==> src/rtl/fifo_pkg.sv <==
// Shared definitions for the async-FIFO status generators and pointer blocks:
// mode encoding, depth derivation and Gray/binary conversion helpers.
package fifo_pkg;

  // Which side of the FIFO a status instance lives on.
  localparam int unsigned MODE_EMPTY = 0;  // read domain: empty / almost-empty
  localparam int unsigned MODE_FULL  = 1;  // write domain: full / almost-full

  // Widest pointer the helper functions handle; narrower pointers are zero-extended.
  localparam int unsigned PTR_MAX_W = 32;

  typedef logic [PTR_MAX_W-1:0] ptr_word_t;

  // Number of words in a FIFO with the given address width.
  function automatic int unsigned fifo_depth(input int unsigned addr_width);
    return 32'd1 << addr_width;
  endfunction

  // Binary -> reflected Gray code.
  function automatic ptr_word_t bin2gray(input ptr_word_t bin);
    return bin ^ (bin >> 1);
  endfunction

  // Gray -> binary: each binary bit is the XOR of all Gray bits at or above it.
  // Zero-extended upper bits contribute nothing, so any width <= PTR_MAX_W works.
  function automatic ptr_word_t gray2bin(input ptr_word_t gray);
    ptr_word_t bin;
    logic      parity;
    bin    = '0;
    parity = 1'b0;
    for (int i = PTR_MAX_W - 1; i >= 0; i--) begin
      parity = parity ^ gray[i];
      bin[i] = parity;
    end
    return bin;
  endfunction

endpackage

==> src/rtl/gray2bin_w.sv <==
// Width-parametrised Gray -> binary converter, purely combinational.
module gray2bin_w #(
  parameter int unsigned WIDTH = 5
) (
  input  logic [WIDTH-1:0] gray,
  output logic [WIDTH-1:0] bin
);

  // XOR prefix running from the MSB down to the LSB.
  always_comb begin
    logic parity;
    // NOTE: every combinational output gets a default before any conditional
    // or looped assignment so no path can leave it unassigned (no latch).
    bin    = '0;
    parity = 1'b0;
    for (int i = WIDTH - 1; i >= 0; i--) begin
      parity = parity ^ gray[i];
      bin[i] = parity;
    end
  end

endmodule

==> src/rtl/fifo_status.sv <==
// Async-FIFO status generator, one instance per clock domain.
// MODE_EMPTY (read side) produces empty/almost-empty, MODE_FULL (write side)
// produces full/almost-full; both produce a saturated occupancy level and a
// sticky error for under/overflow attempts or impossible occupancy.
// Two register stages: pointers/threshold are registered, then decoded and
// compared, so every output is a flop and pointer changes show 2 cycles later.
module fifo_status
  import fifo_pkg::*;
#(
  parameter int unsigned MODE       = MODE_EMPTY,
  parameter int unsigned ADDR_WIDTH = 4
) (
  input  logic                  clk,
  input  logic                  rst_n,
  input  logic [ADDR_WIDTH:0]   ptr_lc,
  input  logic [ADDR_WIDTH:0]   ptr_rmt,
  input  logic [ADDR_WIDTH:0]   thr,
  input  logic                  acc,
  input  logic                  err_clr,
  output logic                  flag,
  output logic                  almost,
  output logic [ADDR_WIDTH:0]   level,
  output logic                  err
);

  // Pointer width including the wrap bit.
  localparam int unsigned    PW       = ADDR_WIDTH + 1;
  localparam logic [PW-1:0]  DEPTH_W  = PW'(fifo_depth(ADDR_WIDTH));
  localparam logic           IS_EMPTY = (MODE == MODE_EMPTY);
  // The empty side comes out of reset reporting empty; the full side reports not-full.
  localparam logic           FLAG_RST = IS_EMPTY;

  // ---------------------------------------------------------------------------
  // Stage 1: capture local/remote Gray pointers and the threshold.
  // ---------------------------------------------------------------------------
  logic [PW-1:0] lc_gray_d,  lc_gray_q;
  logic [PW-1:0] rmt_gray_d, rmt_gray_q;
  logic [PW-1:0] thr_d,      thr_q;

  // Next values of the stage-1 registers, cleared while reset is held.
  always_comb begin
    lc_gray_d  = ptr_lc;
    rmt_gray_d = ptr_rmt;
    thr_d      = thr;
    // NOTE: the reset is synchronous, so it is folded into the _d logic and the
    // flop process below stays a plain clocked copy with no reset branch.
    if (!rst_n) begin
      lc_gray_d  = '0;
      rmt_gray_d = '0;
      thr_d      = '0;
    end
  end

  // Stage-1 registers.
  always_ff @(posedge clk) begin
    // NOTE: clocked state uses non-blocking assignments so every flop samples
    // the pre-edge values regardless of statement or process order.
    lc_gray_q  <= lc_gray_d;
    rmt_gray_q <= rmt_gray_d;
    thr_q      <= thr_d;
  end

  // Decode both registered pointers to binary.
  logic [PW-1:0] lb;
  logic [PW-1:0] rb;

  gray2bin_w #(.WIDTH(PW)) u_lc_g2b (
    .gray (lc_gray_q),
    .bin  (lb)
  );

  gray2bin_w #(.WIDTH(PW)) u_rmt_g2b (
    .gray (rmt_gray_q),
    .bin  (rb)
  );

  // ---------------------------------------------------------------------------
  // Stage 2: occupancy, flags, level and the sticky error.
  // ---------------------------------------------------------------------------
  logic [PW-1:0] occ;       // raw occupancy, modulo 2**PW
  logic          corrupt;   // occupancy beyond what the FIFO can hold
  logic [PW-1:0] occ_sat;   // occupancy clamped to DEPTH
  logic [PW-1:0] thr_eff;   // threshold clamped to DEPTH
  logic [PW-1:0] room;      // free slots, from the clamped occupancy

  // Occupancy and clamped operands; modulo subtraction handles pointer wrap.
  always_comb begin
    occ     = IS_EMPTY ? (rb - lb) : (lb - rb);
    corrupt = (occ > DEPTH_W);
    occ_sat = corrupt ? DEPTH_W : occ;
    thr_eff = (thr_q > DEPTH_W) ? DEPTH_W : thr_q;
    room    = DEPTH_W - occ_sat;
  end

  logic          flag_d,   flag_q;
  logic          almost_d, almost_q;
  logic [PW-1:0] level_d,  level_q;
  logic          err_d,    err_q;

  // Next status values; reset forces the side-specific idle indication.
  always_comb begin
    level_d = occ_sat;
    if (IS_EMPTY) begin
      flag_d   = (occ == '0);
      almost_d = (occ_sat <= thr_eff);
    end else begin
      flag_d   = (occ == DEPTH_W);
      almost_d = (room <= thr_eff);
    end
    // Access against a set flag, or an impossible occupancy, sets the error;
    // setting takes priority over a simultaneous clear.
    err_d = (acc & flag_q) | corrupt | (err_q & ~err_clr);
    if (!rst_n) begin
      level_d  = '0;
      flag_d   = FLAG_RST;
      almost_d = FLAG_RST;
      err_d    = 1'b0;
    end
  end

  // Stage-2 (output) registers.
  always_ff @(posedge clk) begin
    flag_q   <= flag_d;
    almost_q <= almost_d;
    level_q  <= level_d;
    err_q    <= err_d;
  end

  assign flag   = flag_q;
  assign almost = almost_q;
  assign level  = level_q;
  assign err    = err_q;

endmodule

==> config.mk <==
export PLATFORM = sky130hd
export DESIGN_NAME = fifo_status
export DESIGN_NICKNAME = d
export VERILOG_FILES = /design/src/rtl/fifo_pkg.sv /design/src/rtl/gray2bin_w.sv /design/src/rtl/fifo_status.sv
export SDC_FILE = /design/constraint.sdc
export NUM_CORES = 1
export LEC_CHECK = 0
export CAP_MARGIN = 20
export CORE_ASPECT_RATIO = 0.9
export CORE_MARGIN = 8
export CORE_UTILIZATION = 65
export CTS_BUF_LIST = sky130_fd_sc_hd__clkbuf_4 sky130_fd_sc_hd__clkbuf_8
export DETAILED_ROUTE_END_ITERATION = 7
export DONT_BUFFER_PORTS = 1
export GPL_TIMING_DRIVEN = 0
export MAX_ROUTING_LAYER = met4
export PLACE_DENSITY = 0.82
export SKIP_LAST_GASP = 1
export SLEW_MARGIN = 10
export SYNTH_ARGS = -nofsm -noshare
export SYNTH_HDL_FRONTEND = slang
export SYNTH_SLANG_ARGS = --single-unit
export TNS_END_PERCENT = 100
==> constraint.sdc <==
create_clock -name clk -period 10.1 [get_ports clk]
set_input_delay 1.01 -clock clk [delete_from_list [all_inputs] [get_ports clk]]
set_output_delay 1.01 -clock clk [all_outputs]
set_load 0.02 [all_outputs]
# [Word-level counts from Yosys, hierarchy flattened]
# Cells that the tools add are included.
[classes] eq_ne=0 addsub=1 mux=2 n_lt_le_gt_ge=3 reduce_logical=1 n_div=0 mul=0 bitwise_logic=13 shifts=0
[ops] operator="5-bit > comparator, second input constant" count=2
[ops] operator="5-bit 2-to-1 mux" count=2
[ops] operator="1-bit bitwise XOR" count=8
[ops] operator="5-bit less-or-equal comparator" count=1
[ops] operator="5-bit logical NOT" count=1
[ops] operator="5-bit subtractor" count=1
[ops] operator="1-bit bitwise AND" count=2
[ops] operator="1-bit bitwise OR" count=2
[ops] operator="1-bit NOT" count=1
[word_totals] in_bits=19 mem_bits_rw=0 latchBits=0 register_bits=23 memories=0 out_inout_bits=8 mem_bits_ro=0

# [Depth between registers and ports, before layout]
[depth] word_depth=8 mapped_depth=17 depth_no_buf=16

# [Hierarchy]
# From an unflattened synthesis, not the netlist that was laid out.
[unflattened] cells_unflattened=109 area_unflattened_um2=1109.8
[by_module_without_submodules] mod="fifo_status" cells_per_inst=97 seq_area_each_um2=460.4 area_each_um2=964.7 n_inst=1
[by_module_without_submodules] mod="gray2bin_w" cells_per_inst=6 seq_area_each_um2=0.0 area_each_um2=72.6 n_inst=2

# [Least setup slack after synthesis]
# Ideal clock, no wire load.
[synth_timing] path_type="reg2reg" start="register rmt_gray_q[4]" end="register almost_q, in the netlist almost" path_stages_with_launch=18 t_arrival_ns=3.800 setup_slack_ns=6.217 n_path_buf=1 setup_time_ns=0.082 required_time_ns=10.018 period_less_slack_ns=3.883 cell_sequence="dfxtp_1 buf_6 xnor3_2 xnor2_1 xnor2_1 ha_1 inv_1 fa_1 and2_2 a221oi_2 xnor2_2 nor2b_1 ha_1 nor2b_1 o21a_1 o21a_1 o21a_1 o221ai_1"
[synth_between] elab_chain_len=8
[synth_rtl] item="start, declared" line="fifo_status.sv:37" text="logic [PW-1:0] rmt_gray_d, rmt_gray_q;"
[synth_rtl] item="start signal, assigned" line="fifo_status.sv:59" text="rmt_gray_q <= rmt_gray_d;"
[synth_rtl] item="1-bit bitwise XOR (4 in a row)" line="gray2bin_w.sv:17" text="parity = parity ^ gray[i];"
[synth_rtl] item="5-bit subtractor (*)" line="fifo_status.sv:88" text="occ = IS_EMPTY ? (rb - lb) : (lb - rb);"
[synth_rtl] item="5-bit > comparator" line="fifo_status.sv:89" text="corrupt = (occ > DEPTH_W);"
[synth_rtl] item="5-bit 2-to-1 mux (*)" line="fifo_status.sv:90" text="occ_sat = corrupt ? DEPTH_W : occ;"
[synth_rtl] item="via occ_sat[1]" line="fifo_status.sv:82" text="logic [PW-1:0] occ_sat;"
[synth_rtl] item="5-bit less-or-equal comparator (*)" line="fifo_status.sv:105" text="almost_d = (occ_sat <= thr_eff);"
[synth_rtl] item="end signal, assigned" line="fifo_status.sv:124" text="almost_q <= almost_d;"
[synth_rtl] item="end, declared" line="fifo_status.sv:96" text="logic almost_d, almost_q;"
# The timed path passes the listed nets; every way through them passes the cells marked *.
# A chain may end at the register's enable or synchronous reset.

# [Final worst setup path]
# Ends and elaborated chain as after synthesis.

==> results_dict.tcl <==
set metrics [dict create \
    post-cts-setup-buffers 0 \
    cts_tree "yes" \
    drv_slew 0 \
    worstMarginPinSlew_ns 0.4538 \
    slew_headroom 0.6959 \
    post_cts_resized 0 \
    outcome "completed" \
    ctsHtreeMaxLevel 1 \
    cts.path.max_buffers 2 \
    syn_avg_cell_area_um2 10.48 \
    crit_chain "buf_6 > xnor3_2 > xnor2_1 > xnor2_1 > ha_1 > inv_1 > fa_1 > and2_2 > a221oi_2 > xnor2_2 > nor2b_1 > ha_1 > nor2b_1 > o21a_1 > o21a_1 > o21a_1 > o221ai_1" \
    hpwl_um 1711 \
    switching_power_mw 0.09695 \
    synthXorXnorAreaFrac 0.1459 \
    crit_type "flop to flop" \
    dieWidth_um 61.78 \
    fin_crit_ns 4.211 \
    diodes 0 \
    fmax_ghz 0.2375 \
    cp_max_fo 10 \
    cp.arrival_ns 4.44 \
    synth_top_family_by_area "simple AND/OR/NAND/NOR gates" \
    finalCritPeriodShare 0.4169 \
    r2r_cells 17 \
    yosys.area.top_type_share 0.3755 \
    avgRoutedWirePerCell_um 13.89 \
    fin_cells 146 \
    maxCapViolCount 0 \
    routabilityCongestion 0.7564 \
    place_inst 142 \
    route.vias.total 782 \
    grt_usage 0.1326 \
    cell_internal_pwr_mw 0.1705 \
    grt_pass1_wl_um 3477 \
    synth_cells 117 \
    via_per_inst 5.356 \
    die_h_um 57.21 \
    synth_common_cells "dfxtp_1 (23), and2_1 (16), ha_1 (8), xnor2_1 (8), nand2_1 (7)" \
    drt-initial-drc-count 11 \
    crit_path_frequent_cell "o21a_1" \
    syn-num-nets 145 \
    num-fill-cells 163 \
    grt_max_degree 15 \
    firstDrtPassIters 4 \
    port_buffers 0 \
    final_core_util 0.7000 \
    holdPathEnd "level[0]" \
    endpoint_kind "flop" \
    drc 0 \
    boundaryPins 27 \
    synth_seq_cells 23 \
    cts_sinks 23 \
    power_frac_seq 0.447 \
    regToRegStartpoint "rmt_gray_q[4]" \
    ys_types 38 \
    rows 15 \
    cp-start-kind "flop" \
    synth-compound-area-share 0.1092 \
    power_density_nw_per_um2 207.7 \
    max-vdd-ir-drop_mv 0.1347 \
    r2r_setup_slack_ns 5.89 \
    synth_warnings 0 \
    postRouteWirelength_um 2028 \
    ant_nets 0 \
    rsz0062_at_grt "false" \
    synth-simple-area-share 0.2214 \
    grt_pass1_vias 819 \
    initial_utilization 0.6667 \
    clk_latency_ns 0.30 \
    antenna_found_initial 0 \
    core_um2 1839 \
    setup_viol 0 \
    grt-ovfl-total 0 \
    p_sw_frac 0.3625 \
    cts_buffers 3 \
    yosysMostFrequentCell "dfxtp_1" \
    p_total_mw 0.2674 \
    synth_area_leader_cell "dfxtp_1" \
    synth_ff_type "dfxtp_1" \
    areaGrowthSynthToFinish_pct 5.000 \
    r2r-end "almost" \
    worstHoldPathCells 3 \
    root_buffer "clkbuf_4" \
    crit_required_ns 10.33 \
    finClkSkew_ns 0.006688 \
    p_leak_nw 0.5371 \
    min_from "lc_gray_q[0]" \
    drive_gt1_frac 0.1488 \
    clk_pin_slew_ns 0.12 \
    critPathMaxStageDelay_ns 0.50 \
    cpMaxStageDelayCell "xnor3_2" \
    synth_edf_count 0 \
    finalHoldViolations 0 \
    nets 150 \
    async_flop_share 0 \
    pwr-share-clk 0.150 \
    seq_area_frac_synth 0.3755 \
    synthAdderAreaFrac 0.09796 \
    cts_hold_buffers 0 \
    muxShareOfSynthArea 0.008163 \
    power_frac_comb 0.403 \
    synth_area_um2 1226 \
    synth.area.top_cells "dfxtp_1 (38%), and2_1 (8.2%), ha_1 (8.2%), xnor2_1 (5.7%), xor2_1 (3.6%)" \
    worstHoldPathType "flop to flop" \
    dieArea_um2 3534 \
    timing.setup.tns_ns 0 \
]
cell usage in the layout, fill, tap and decap left out, types with 4 or more instances in the layout:
cell     instances
dfxtp_1         23
and2_1          16
xnor2_1          8
ha_1             8
nand2_1          7
xor2_1           5
nor2b_1          4
worst max path at each step:
stage                              from  endpoint  slack, ns  cells after the start
after floorplan           rmt_gray_q[4]    almost       6.22                     17
after global placement    rmt_gray_q[4]    almost       6.01                     17
after detailed placement  rmt_gray_q[4]    almost       5.92                     17
after CTS                 rmt_gray_q[4]    almost       5.87                     17
after global routing      rmt_gray_q[4]    almost       5.60                     17
final                     rmt_gray_q[4]    almost       5.89                     17
flip-flops by register name, indices dropped and copies added (netlist names):
register,count
rmt_gray_q,5
err,1
flag,1
almost,1
thr_q,5
lc_gray_q,5
level,5
metal layers:
| layer | track usage | vias to the layer above | wire, um |
|---|---|---|---|
| met5 | - | - | 0 |
| met4 | 0.04221 | 0 | 40 |
| met3 | 0.05605 | 4 | 153 |
| met2 | 0.2024 | 27 | 931 |
| met1 | 0.1518 | 350 | 902 |
| li1 | - | 401 | - |
area by class of cell:
class,instances,area (um2),area share
tap,25,31.28,0.02430
clock inverter,1,7.507,0.005831
buffer,5,43.79,0.03401
multi-input combinational,87,714.4,0.5549
sequential,23,460.4,0.3576
clock buffer,3,22.52,0.01749
inverter,2,7.507,0.005831
through the flow:
step	worst slack (ns)	hold slack (ns)	cell area [um2]
global placement	6.006	0.7005	1257
floorplan	6.217	0.6527	1226
CTS	5.868	0.7496	1287
detailed placement	5.920	0.7183	1257
global route	5.597	0.7929	1287
finish	5.889	0.7528	1287
cells by family (layout without fill, tap and decap cells):
logic type | after synthesis | in the layout
xor+xnor | 16 | 16
buf+inv | 7 | 11
flops | 23 | 23
fa+ha+maj | 9 | 9
simple gates | 44 | 44
compound gates | 17 | 17
mux | 1 | 1
critical path, delay by kind of cell, from the launching register on:
| family | cells | cell delay (ns) |
|---|---|---|
| fa+ha+maj | 3 | 0.94 |
| flops | 1 | 0.34 |
| simple gates | 3 | 0.46 |
| compound gates | 5 | 0.91 |
| buf+inv | 2 | 0.18 |
| xor+xnor | 4 | 1.29 |
power groups by stage:
stage	Clock, mW	Sequential (mW)	Combinational, mW
2_1_floorplan	0	0.120	0.0885
3_3_place_gp	0	0.122	0.101
3_5_place_dp	0	0.122	0.107
4_1_cts	0.0423	0.120	0.108
5_1_grt	0.0454	0.121	0.120
6_report	0.0401	0.120	0.108
Note: power is estimated with default switching activity, not from simulation.
